--- src/rtl/alu_pkg.sv ---
// Shared types and constants for the ALU command sequencer and its command FIFO.
package alu_pkg;
    localparam int OPND_W = 8;
    localparam int RES_W  = 16;

    typedef logic [2:0] alu_op_t;

    localparam alu_op_t OP_NOP = 3'b000;
    localparam alu_op_t OP_ADD = 3'b001;
    localparam alu_op_t OP_MUL = 3'b010;

    typedef enum logic [1:0] {IDLE, ISSUE, WAIT, RESP} seq_state_t;

    // 19-bit queued command, packed as {opcode, a, b}
    typedef struct packed {
        alu_op_t           opcode;
        logic [OPND_W-1:0] a;
        logic [OPND_W-1:0] b;
    } cmd_t;
endpackage

--- src/rtl/alu_cmd_fifo.sv ---
// Synchronous command FIFO; pointers wrap naturally because DEPTH is a power of 2.
module alu_cmd_fifo
    import alu_pkg::*;
#(
    parameter int DEPTH = 4
) (
    input  logic                     clk,
    input  logic                     rst_n,
    input  logic                     push,
    input  cmd_t                     wdata,
    input  logic                     pop,
    output cmd_t                     rdata,
    output logic                     full,
    output logic                     empty,
    output logic [$clog2(DEPTH):0]   count
);
    localparam int AW = $clog2(DEPTH);
    localparam int CW = AW + 1;

    cmd_t            mem_q [DEPTH];
    logic [AW-1:0]   wptr_q, rptr_q;
    logic [CW-1:0]   count_q;
    logic            do_push, do_pop;

    assign full    = (count_q == CW'(DEPTH));
    assign empty   = (count_q == '0);
    assign do_push = push && !full;
    assign do_pop  = pop && !empty;
    assign rdata   = mem_q[rptr_q];
    assign count   = count_q;

    always_ff @(posedge clk) begin
        if (!rst_n) begin
            wptr_q  <= '0;
            rptr_q  <= '0;
            count_q <= '0;
        end else begin
            if (do_push) wptr_q <= wptr_q + 1'b1;
            if (do_pop)  rptr_q <= rptr_q + 1'b1;
            count_q <= count_q + CW'(do_push) - CW'(do_pop);
        end
    end

    always_ff @(posedge clk) begin
        if (do_push) mem_q[wptr_q] <= wdata;
    end
endmodule

--- src/rtl/alu_cmd_sequencer.sv ---
// Issues queued ALU commands one at a time: start pulse, wait for done (or watchdog), then respond.
module alu_cmd_sequencer
    import alu_pkg::*;
#(
    parameter int DEPTH   = 4,
    parameter int TIMEOUT = 32
) (
    input  logic                     clk,
    input  logic                     rst_n,
    input  logic                     cmd_valid,
    output logic                     cmd_ready,
    input  logic [2:0]               cmd_opcode,
    input  logic [OPND_W-1:0]        cmd_a,
    input  logic [OPND_W-1:0]        cmd_b,
    output logic [OPND_W-1:0]        alu_a,
    output logic [OPND_W-1:0]        alu_b,
    output logic [2:0]               alu_opcode,
    output logic                     alu_start,
    input  logic [RES_W-1:0]         alu_result,
    input  logic                     alu_done,
    output logic                     rsp_valid,
    input  logic                     rsp_ready,
    output logic [RES_W-1:0]         rsp_result,
    output logic [2:0]               rsp_opcode,
    output logic                     rsp_timeout,
    output logic                     busy,
    output logic [$clog2(DEPTH):0]   fifo_count
);
    localparam int WDW = $clog2(TIMEOUT);

    seq_state_t          state_q, state_d;
    logic [WDW-1:0]      wd_q, wd_d;
    logic [OPND_W-1:0]   a_q, a_d, b_q, b_d;
    alu_op_t             op_q, op_d, rop_q, rop_d;
    logic [RES_W-1:0]    rres_q, rres_d;
    logic                rto_q, rto_d;

    cmd_t                head;
    logic                fifo_full, fifo_empty, fifo_pop;

    assign cmd_ready = !fifo_full;
    assign fifo_pop  = (state_q == IDLE) && !fifo_empty;

    alu_cmd_fifo #(.DEPTH(DEPTH)) u_fifo (
        .clk   (clk),
        .rst_n (rst_n),
        .push  (cmd_valid && cmd_ready),
        .wdata ({cmd_opcode, cmd_a, cmd_b}),
        .pop   (fifo_pop),
        .rdata (head),
        .full  (fifo_full),
        .empty (fifo_empty),
        .count (fifo_count)
    );

    always_comb begin
        state_d = state_q;
        wd_d    = wd_q;
        a_d     = a_q;
        b_d     = b_q;
        op_d    = op_q;
        rres_d  = rres_q;
        rop_d   = rop_q;
        rto_d   = rto_q;
        case (state_q)
            IDLE: if (!fifo_empty) begin
                a_d     = head.a;
                b_d     = head.b;
                op_d    = head.opcode;
                state_d = ISSUE;
            end
            ISSUE: begin
                wd_d    = '0;
                state_d = WAIT;
            end
            WAIT: begin
                // done wins over the watchdog when both land in the same cycle
                if (alu_done) begin
                    rres_d  = alu_result;
                    rop_d   = op_q;
                    rto_d   = 1'b0;
                    state_d = RESP;
                end else if (wd_q == WDW'(TIMEOUT - 1)) begin
                    rres_d  = '0;
                    rop_d   = op_q;
                    rto_d   = 1'b1;
                    state_d = RESP;
                end else begin
                    wd_d = wd_q + 1'b1;
                end
            end
            RESP: if (rsp_ready) state_d = IDLE;
            default: state_d = IDLE;
        endcase
    end

    always_ff @(posedge clk) begin
        if (!rst_n) begin
            state_q <= IDLE;
            wd_q    <= '0;
            a_q     <= '0;
            b_q     <= '0;
            op_q    <= OP_NOP;
            rres_q  <= '0;
            rop_q   <= OP_NOP;
            rto_q   <= 1'b0;
        end else begin
            state_q <= state_d;
            wd_q    <= wd_d;
            a_q     <= a_d;
            b_q     <= b_d;
            op_q    <= op_d;
            rres_q  <= rres_d;
            rop_q   <= rop_d;
            rto_q   <= rto_d;
        end
    end

    assign alu_a       = a_q;
    assign alu_b       = b_q;
    assign alu_opcode  = op_q;
    assign alu_start   = (state_q == ISSUE);
    assign rsp_valid   = (state_q == RESP);
    assign rsp_result  = rres_q;
    assign rsp_opcode  = rop_q;
    assign rsp_timeout = rto_q;
    assign busy        = (state_q != IDLE);
endmodule

--- config.mk ---
export PLATFORM = sky130hd
export DESIGN_NAME = alu_cmd_sequencer
export DESIGN_NICKNAME = d
export VERILOG_FILES = /design/src/rtl/alu_pkg.sv /design/src/rtl/alu_cmd_fifo.sv /design/src/rtl/alu_cmd_sequencer.sv
export SDC_FILE = /design/constraint.sdc
export NUM_CORES = 1
export LEC_CHECK = 0
export BUFFER_PORTS_ARGS = -buffer_cell sky130_fd_sc_hd__buf_4
export CAP_MARGIN = 20
export CORE_ASPECT_RATIO = 1.5
export CORE_MARGIN = 3
export CORE_UTILIZATION = 59
export DETAILED_ROUTE_END_ITERATION = 7
export GPL_ROUTABILITY_DRIVEN = 0
export MAX_ROUTING_LAYER = met4
export PLACE_DENSITY = 0.82
export REMOVE_ABC_BUFFERS = 1
export SYNTH_ARGS = -nofsm -noshare
export SYNTH_HDL_FRONTEND = slang
export SYNTH_SLANG_ARGS = --single-unit
--- constraint.sdc ---
create_clock -name clk -period 7.4 [get_ports clk]
set_clock_uncertainty 0.2 [all_clocks]
set_input_delay 0.37 -clock clk [delete_from_list [all_inputs] [get_ports clk]]
set_output_delay 0.37 -clock clk [all_outputs]
set_load 0.005 [all_outputs]
==> run metrics, run 1 <==
overall global routing resource usage 23.7%; Hold Vio Cnt, Final 0; grt total ovfl 0; Die X 80.2 µm; Filler Cell Count 445; setup violators final 0; per-cell routed wire length approximately 18 µm; # IOs 86; vias in the first global route 3081; sequential share of power 42.3%; Rel. slew slack 29.4%; Reg2Reg Launch Point state_q[0]$_SDFFE_PN0P_; Distinct cells, synth 39; Pleak 2.48 nW; pwr dens 356 mW/mm²; CP dominant cell by count inv_1; register area 0.00334 mm²; max incr delay on CP 0.37 ns; RSZ-0062 raised after global routing false; final setup TNS 0 ns; crit path launch state_q[0]$_SDFFE_PN0P_; share of layout cells above drive strength 1 30.2%; CP Launch Type register; core area 0.00801 mm²; crit share post-route 34.2%; clock power share 34.5%; Die Y 117 µm; CP Capture Type register; Area Overhead vs Synth 31.4%; Yosys warning total 0; CP max-delay cell dfxtp_1; required time of the worst setup path 7.52 ns; worst-path maximum fanout 4; Synth Cell Area 0.00487 mm²; initial antenna violation count 0; Arr. time, crit path ~2.7 ns; Final Instance Count excl. Fillers 548; # rows 40; largest net degree at the start of global routing 31; minimum clock period after layout 2.53 ns; post-detail-place hpwl 5730 µm; Fmax a little under 400 MHz; root buffer cell clkbuf_16; Net Sw Power around 0.0006 W; sw frac between 20% and 30%; Slew @ Worst Pin 1.06 ns; HP Start alu_result[4]; Gate Count Post-Synth 313; clk slew on worst S/H paths 0.05 ns; H-tree depth 4; TritonRoute pass-1 iters 4; max-slew violation count 0; CTS tree built; # nets final 484; PortBufs 85; post-synthesis sequential area ratio approximately two thirds; Peak VDD IR 352 µV; crit path kind reg -> reg; first-pass GRT wire length 15500 µm; #FFs+latches synth 129; final WL ~9800 µm; Post-synth ARST share 0%; post-detailed-route via-to-cell ratio 5.55; Max clock buf depth 2; power share of the combinational group 23.3%; area of the multi-input gates about 0.0014 mm²; TritonCTS buffer count 17; Initial Util 60.8%; Main synth FF type edfxtp_1; Cells after DPL between 400 and 500; DR iter-0 viols 128; worst skew pair latency 0.41 ns; antenna cells 0; die area 0.00940 mm²; Internal 0.00168 W; post-route ant nets 0; CTS sink count 129; Via Count 3039; Avg Cell Area, Syn 15.6 µm²; run status completed; Critical Path, Cell by Cell inv_1 > ha_1 > o31ai_4 > inv_1 > ha_1 > inv_1 > ha_1 > inv_1 > fa_1 > xor2_1 > and2_1 > nor3_1; Post-synth EDFFs 76; DRC 0; Final Power 0.00228 W; max_cap viols 0; hold crit path type in -> reg
==> power by group through the flow <==
stage	clock [W]	sequential [W]	combinational [W]
3_3_place_gp	0	0.000969	0.000507
3_5_place_dp	0	0.000973	0.000521
5_1_grt	0.000836	0.000977	0.000588
6_report	0.000786	0.000964	0.000531
2_1_floorplan	0	0.000969	0.000299
4_1_cts	0.000801	0.000963	0.000536
==> layout make-up <==
cell class	instances	share of cell area [%]
clock buffers	25	7.58
clock inverters	7	1.27
inverters	14	0.821
multi-input cells	154	21.6
flip-flops and latches	129	52.2
well taps	105	2.05
repair buffers	114	14.4
==> cell usage in the layout, fill, tap and decap left out, types with 2 or more instances in the layout <==
cell type,instances
and3_1,5
clkinv_1,3
nand4_1,2
clkbuf_8,3
mux2i_1,2
nor4b_1,2
o21ai_0,5
nand2_1,12
clkbuf_16,17
inv_1,14
a21oi_1,9
xor2_1,3
ha_1,13
and2_1,3
dlygate4sd3_1,27
clkinv_2,2
edfxtp_1,76
dfxtp_1,53
nand3_1,3
bufinv_16,2
a22o_1,19
nor2_1,22
clkbuf_1,5
a22oi_1,16
nor3_1,3
buf_4,87
mux4_2,19
==> logic make-up after synthesis <==
family,Yosys count,share of synthesized area (%)
flip-flops,129,68.7
AO/OA/AOI/OAI,59,9.33
AND/OR/NAND/NOR,57,5.60
buffers and inverters,30,2.93
multiplexers,21,9.20
adder cells (fa/ha/maj),14,3.75
XOR/XNOR,3,0.540
==> sequential cells by signal, summed over array words and instances (netlist names), 3 cells and up <==
signal,cells
alu_a,8
alu_b,8
alu_opcode,3
rsp_opcode,3
rsp_result,16
u_fifo.count,3
u_fifo.mem_q,76
wd_q,5
==> synth_stat cells (2+ instances only) <==
cell | count | area (µm²)
nor4b_1 | 2 | 17.5
dfxtp_1 | 53 | 1060
o21ai_0 | 5 | 25.0
nand3_1 | 3 | 15.0
clkbuf_1 | 4 | 15.0
nor2_1 | 22 | 82.6
inv_1 | 14 | 52.6
nand4_1 | 2 | 12.5
buf_6 | 2 | 22.5
nor3_1 | 3 | 15.0
a21oi_1 | 9 | 45.0
edfxtp_1 | 76 | 2280
buf_2 | 9 | 45.0
ha_1 | 13 | 163
mux2i_1 | 2 | 20.0
nand2_1 | 12 | 45.0
xor2_1 | 3 | 26.3
a22oi_1 | 16 | 120
and2_1 | 3 | 18.8
mux4_2 | 19 | 428
a22o_1 | 19 | 166
and3_1 | 5 | 31.3
==> stage by stage <==
| stage | setup WS (ns) | hold slack (ns) | instance area [µm²] | utilization [%] |
|---|---|---|---|---|
| detailed placement | 4.88 | 0.249 | 5560 | 69.5 |
| global placement | 4.99 | 0.245 | 5560 | 69.5 |
| global route | 4.65 | 0.00435 | 6400 | 79.9 |
| finish | 4.87 | 0.0107 | 6400 | 79.9 |
| CTS | 4.86 | 0.000999 | 6400 | 79.9 |
| floorplan | 4.97 | 0.253 | 4780 | - |
==> per-layer routing <==
layer,GRT usage [%],routed length [µm],vias to the layer above
met5,-,0,-
met4,9.70,130,0
met3,7.96,611,12
met2,38.9,5320,96
met1,26.5,3780,1502
li1,-,-,1429
==> final timing paths <==
check	to	depth (start not counted)	slack, ns
max reg2reg	u_fifo.count[2]$_SDFF_PN0_	12	4.87
min	rsp_result[4]$_SDFFE_PN0P_	3	0.01
min reg2reg	rsp_opcode[0]$_SDFFE_PN0P_	2	0.25
max	u_fifo.count[2]$_SDFF_PN0_	12	4.87
==> worst max-delay path: cells and delay by family (launching register included) <==
family	cells	cell delay, ns
XOR/XNOR	1	0.16
flip-flops	1	0.37
AND/OR/NAND/NOR	2	0.30
AO/OA/AOI/OAI	1	0.10
adder cells (fa/ha/maj)	4	1.03
buffers and inverters	4	0.27
==> timing repair <==
| item | in CTS | in global routing |
|---|---|---|
| hold buffers | 27 | 0 |
| gates resized for setup | 0 | 0 |
| setup buffers | 0 | 0 |
| endpoints found under the hold margin | 84 | 0 |
| endpoints found under the setup margin | 0 | 0 |
Note: power is estimated with default switching activity, not from simulation.
==> run 2, diff against run 1 <==
--- a/config.mk
+++ b/config.mk
@@ -9,11 +9,11 @@
 export CAP_MARGIN = 20
 export CORE_ASPECT_RATIO = 1.5
 export CORE_MARGIN = 3
-export CORE_UTILIZATION = 59
+export CORE_UTILIZATION = 55
 export DETAILED_ROUTE_END_ITERATION = 7
 export GPL_ROUTABILITY_DRIVEN = 0
 export MAX_ROUTING_LAYER = met4
-export PLACE_DENSITY = 0.82
+export PLACE_DENSITY = 0.77
 export REMOVE_ABC_BUFFERS = 1
 export SYNTH_ARGS = -nofsm -noshare
 export SYNTH_HDL_FRONTEND = slang
==> constraint.sdc (replaced) <==
create_clock -name clk -period 2.35 [get_ports clk]
set_clock_uncertainty 0.2 [all_clocks]
set_input_delay 0.1175 -clock clk [delete_from_list [all_inputs] [get_ports clk]]
set_output_delay 0.1175 -clock clk [all_outputs]
set_load 0.005 [all_outputs]
==> run metrics, run 2 (same netlist as run 1, synthesis figures left out) <==
run status complete, but fails checks; failing checks negative setup slack; max_cap viols 0 (unchanged); overall global routing resource usage 23.2% (-0.49 points); grt total ovfl 0 (unchanged); Critical Path, Cell by Cell inv_4 > ha_4 > o31ai_4 > inv_1 > ha_1 > inv_1 > ha_1 > inv_2 > fa_2 > xor2_2 > and2_4 > nor3_4; required time of the worst setup path 2.44 ns (-5.08 ns); TritonCTS buffer count 17 (unchanged); Largest Register u_fifo.mem_q; DRC 0 (unchanged); Slew @ Worst Pin 0.873 ns (-0.186 ns); # rows 41 (+2.5%); root buffer cell clkbuf_16; Filler Cell Count 451 (+1.3%); Finished Cell Area 0.00671 mm² (+4.9%); CTS tree built; Final Power 0.00762 W (+230%); initial antenna violation count 0 (unchanged); vias in the first global route 3429 (+11%); post-layout util 78.8% (-1.1 points); Peak VDD IR 936 µV (+170%); Initial Util 57.2% (-3.6 points); core area 0.00852 mm² (+6.3%); max-slew violation count 0 (unchanged); Hold Vio Cnt, Final 0 (unchanged); commonest non-fill, non-tap cell in the layout buf_4; Arr. time, crit path 2.44 ns (-0.21 ns); Pleak 2.63 nW (+5.9%); CP max-delay cell fa_2; H-tree depth 4 (unchanged); register area 0.00335 mm² (+0.11%); Fmax 425 MHz (+7.5%); setup ws final -0.00566 ns (-4.87 ns); largest net degree at the start of global routing 30 (-3.2%); most frequent cells in the layout 102 x buf_4, 76 x edfxtp_1, 50 x dfxtp_1; share of layout cells above drive strength 1 34.9% (+4.6 points); CTS sink count 129 (unchanged); area of the multi-input gates 0.00143 mm² (+3.1%); max incr delay on CP 0.38 ns (about the same); Rel. slew slack 41.7% (+12 points); CP Capture Type register; # IOs 86 (unchanged); worst skew pair latency 0.41 ns (about the same); TritonRoute pass-1 iters 4 (unchanged); Area Overhead vs Synth 37.8%; minimum clock period after layout 2.36 ns (-0.176 ns); DR iter-0 viols 112 (-13%); Final Instance Count excl. Fillers 577 (+5.3%); per-cell routed wire length 18.2 µm (+1.4%); final setup TNS -0.00566 ns (-0.00566 ns); hold crit path type in -> reg; Cells after DPL 504 (+3.1%); CP Launch Type register; Die Y 121 µm (+3.4%); Via Count 3193 (+5.1%); crit share post-route 100% (+66 points); pwr dens 1140 mW/mm² (+220%); PortBufs 85 (unchanged); cell area after placement 0.00566 mm² (+1.8%); worst-path maximum fanout 3 (-1); Die X 82.8 µm (+3.3%); antenna cells 0 (unchanged); post-detailed-route via-to-cell ratio 5.53 (-0.21%); Max clock buf depth 2 (unchanged); RSZ-0062 raised after global routing true; max FFs per register 76 (unchanged); # nets final 511 (+5.6%); crit path kind reg -> reg; first-pass GRT wire length 17100 µm (+10%); setup violators final 1 (+1); post-route ant nets 0 (unchanged); final WL 10500 µm (+6.8%); die area 0.0100 mm² (+6.8%); post-detail-place hpwl 6200 µm (+8.3%); clk slew on worst S/H paths 0.05 ns (about the same)
==> run 2: per-layer routing <==
layer	up-vias	part of all wire [%]	track usage (%)
li1	1484	-	-
met2	118	55	40.2
met5	-	0	-
met3	20	4.9	6.11
met1	1571	38	24.7
met4	0	1.9	11.0
==> run 2: critical path, delay by kind of cell, from the launching register on <==
kind	cells	cell delay, ns
adder cells (fa/ha/maj)	4	0.97
flip-flops	1	0.35
XOR/XNOR	1	0.23
AND/OR/NAND/NOR	2	0.23
buffers and inverters	4	0.22
AO/OA/AOI/OAI	1	0.05
==> run 2: where the power goes <==
group,total [W],switching (W),internal (W)
registers,0.00296,0.000197,0.00276
clock network,0.00261,0.000859,0.00175
logic,0.00205,0.000980,0.00107
==> run 2: path summary, 6_finish.rpt <==
path	cells after the start	to	slack, ns	from
setup / recovery	12	u_fifo.count[2]$_SDFF_PN0_	-0.006	state_q[0]$_SDFFE_PN0P_
hold / removal	2	u_fifo.mem_q[3][2]$_DFFE_PP_	0.25	cmd_b[2]
hold reg to reg	2	rsp_opcode[2]$_SDFFE_PN0P_	0.26	rsp_opcode[2]$_SDFFE_PN0P_
setup reg to reg	12	u_fifo.count[2]$_SDFF_PN0_	-0.006	state_q[0]$_SDFFE_PN0P_
==> run 2: through the flow <==
stage | hold slack [ns] | setup WS [ns]
floorplan | 0.0164 | -0.0822
global placement | 0.116 | 0.0733
detailed placement | 0.119 | -0.0271
CTS | 0.239 | 0.0104
global route | 0.256 | -0.0944
finish | 0.252 | -0.00566
==> run 2: cell type report <==
cell class,count,share of cell area [%]
Timing Repair Buffer,141,17.2
Tap cell,107,1.99
Clock buffer,26,7.29
Sequential cell,129,49.9
Multi-Input combinational cell,154,21.2
Clock inverter,6,1.57
Inverter,14,0.820
==> run 2: what timing repair did <==
item / 4_1_cts / 5_1_grt
hold buffers: 39 / 0
pin swaps: 0 / 5
resized for setup: 4 / 12
setup buffers: 0 / 2
hold endpoints to repair: 101 / 0
setup endpoints to repair: 1 / 7
==> run 3, diff against run 2 <==
--- a/config.mk
+++ b/config.mk
@@ -7,9 +7,11 @@
 export LEC_CHECK = 0
 export BUFFER_PORTS_ARGS = -buffer_cell sky130_fd_sc_hd__buf_4
 export CAP_MARGIN = 20
+export CELL_PAD_IN_SITES_DETAIL_PLACEMENT = 1
+export CELL_PAD_IN_SITES_GLOBAL_PLACEMENT = 1
 export CORE_ASPECT_RATIO = 1.5
 export CORE_MARGIN = 3
-export CORE_UTILIZATION = 55
+export CORE_UTILIZATION = 46
 export DETAILED_ROUTE_END_ITERATION = 7
 export GPL_ROUTABILITY_DRIVEN = 0
 export MAX_ROUTING_LAYER = met4
==> run metrics, run 3 (same netlist as run 1, synthesis figures left out) <==
max-slew violation count 0 (unchanged); worst r2r dst u_fifo.count[2]$_SDFF_PN0_; max_cap viols 0 (unchanged); Slew @ Worst Pin 0.956 ns (+0.0824 ns); most frequent cells in the layout 99 x buf_4, 76 x edfxtp_1, 51 x dfxtp_1; TritonCTS buffer count 17 (unchanged); Finished Cell Area 0.00684 mm² (+1.8%); CP Launch Type register; Critical Path, Cell by Cell inv_2 > ha_4 > o31ai_4 > inv_1 > ha_1 > inv_1 > ha_1 > inv_1 > fa_2 > xor2_2 > and2_1 > nor3_2; CTS tree built; die area 0.0119 mm² (+18%); CP dominant cell by count inv_1; root buffer cell clkbuf_16; first-pass GRT wire length 19700 µm (+15%); Rel. slew slack 36.2% (-5.5 points); minimum clock period after layout 2.25 ns (-0.110 ns); overall global routing resource usage 22.2% (-0.94 points); commonest non-fill, non-tap cell in the layout buf_4; Die Y 132 µm (+8.9%); # IOs 86 (unchanged); CP max-delay cell fa_2; pwr dens 1180 mW/mm² (+4.1%); crit share post-route 95.6% (-4.7 points); vias in the first global route 3709 (+8.2%); H-tree depth 4 (unchanged); setup violators final 0 (-1); Post-CTS Setup Repair Bufs 0 (unchanged); Reg2Reg Launch Point state_q[0]$_SDFFE_PN0P_; share of layout cells above drive strength 1 35.3% (+0.36 points); PortBufs 85 (unchanged); FF-to-FF setup slack 0.10 ns (+0.11 ns); initial antenna violation count 0 (unchanged); Hold Vio Cnt, Final 0 (unchanged); # rows 45 (+9.8%); per-cell routed wire length 19.9 µm (+9.1%); worst-path maximum fanout 3 (unchanged); max FFs per register 76 (unchanged); Fmax 445 MHz (+4.9%); cell area after placement 0.00572 mm² (+0.97%); run status completed; largest net degree at the start of global routing 30 (unchanged); clk slew on worst S/H paths 0.06 ns (about the same); core area 0.0102 mm² (+20%); Via Count 3229 (+1.1%); Final Power 0.00808 W (+6.0%); Arr. time, crit path 2.38 ns (-0.06 ns); WHS Endpoint u_fifo.mem_q[3][12]$_DFFE_PP_; required time of the worst setup path 2.49 ns (+0.05 ns); max incr delay on CP 0.35 ns (-0.03 ns); post-detailed-route via-to-cell ratio 5.30 (-4.2%); CTS sink count 129 (unchanged); CP Capture Type register; worst skew pair latency 0.41 ns (about the same); # nets final 509 (-0.39%); worst-case reg-to-reg path depth 12 (unchanged); crit path kind reg -> reg; DRC 0 (unchanged); Area Overhead vs Synth 40.4%; Die X 90.0 µm (+8.7%); DR iter-0 viols 93 (-17%); hold crit path type in -> reg; Largest Register u_fifo.mem_q; post-detail-place hpwl 7050 µm (+14%); Peak VDD IR 695 µV (-26%); RSZ-0062 raised after global routing true; grt total ovfl 0 (unchanged); Max clock buf depth 2 (unchanged); Initial Util 47.5% (-9.7 points); Pleak 2.66 nW (+1.3%); final WL 12100 µm (+15%); post-route ant nets 0 (unchanged); HP Start cmd_a[4]; hold depth 2 (unchanged); hold_ws 0.258 ns (+0.00591 ns); antenna cells 0 (unchanged); TritonRoute pass-1 iters 4 (unchanged)
==> run 3: cell types whose count changed in the layout (fill, tap and decap cells not counted), sizes merged <==
cell      delta
buf          -2
bufinv       +4
clkbuf       -9
clkinv       +2
clkinvlp     +2
inv          +1
==> run 3: final cells by class <==
type / count / area, µm²
multi-input cells: 154 / 1420
inverters: 14 / 52.6
clock buffers: 17 / 425
clock inverters: 15 / 263
well taps: 141 / 176
flip-flops and latches: 129 / 3350
fillers: 919 / 3410
repair buffers: 139 / 1150
==> run 3: report_power, final <==
group          leakage, nW  total [W]  internal [W]  switching, W
Combinational         1.20    0.00204       0.00106      0.000986
Clock                0.333    0.00306       0.00209      0.000971
Sequential            1.13    0.00297       0.00276      0.000210
==> run 3: timing repair <==
action,CTS,global route
pin swaps,1,0
gates resized for setup,3,8
endpoints found under the setup margin,1,14
endpoints found under the hold margin,101,0
hold buffers,39,0
==> run 3: worst max-delay path by stage <==
stage / startpoint / end / slack, ns / cells after the start
2_1_floorplan: wd_q[0]$_SDFFE_PN0P_ / wd_q[2]$_SDFFE_PN0P_ / -0.08 / 6
3_3_place_gp: state_q[0]$_SDFFE_PN0P_ / u_fifo.count[2]$_SDFF_PN0_ / 0.07 / 12
3_5_place_dp: state_q[0]$_SDFFE_PN0P_ / u_fifo.count[2]$_SDFF_PN0_ / -0.11 / 12
4_1_cts: state_q[1]$_SDFFE_PN0P_ / u_fifo.count[2]$_SDFF_PN0_ / 0.01 / 12
5_1_grt: state_q[1]$_SDFFE_PN0P_ / u_fifo.count[2]$_SDFF_PN0_ / -0.02 / 12
6_report: state_q[0]$_SDFFE_PN0P_ / u_fifo.count[2]$_SDFF_PN0_ / 0.10 / 12
==> run 3: metrics by stage <==
| stage | std cells | TNS, ns | setup slack, ns | util [%] |
|---|---|---|---|---|
| final | 609 | 0 | 0.104 | 66.7 |
| after global routing | 609 | -0.0210 | -0.0210 | 66.7 |
| after CTS | 609 | 0 | 0.00999 | 66.4 |
| after detailed placement | 538 | -0.111 | -0.111 | 55.8 |
| after global placement | 538 | 0 | 0.0708 | 55.8 |
| after floorplan | 297 | -0.171 | -0.0822 | - |
==> run 3: worst max-delay path, delay by kind of cell (launching register included) <==
family | cells | cell delay, ns
flip-flops | 1 | 0.34
XOR/XNOR | 1 | 0.16
buffers and inverters | 4 | 0.23
AND/OR/NAND/NOR | 2 | 0.26
adder cells (fa/ha/maj) | 4 | 0.93
AO/OA/AOI/OAI | 1 | 0.06
==> run 3: per-layer routing <==
metal / track usage [%] / vias up / routed length, µm
met5: - / - / 0
met2: 39.6 / 106 / 6640
met4: 7.75 / 0 / 243
li1: - / 1475 / -
met1: 23.8 / 1626 / 4740
met3: 5.71 / 22 / 471
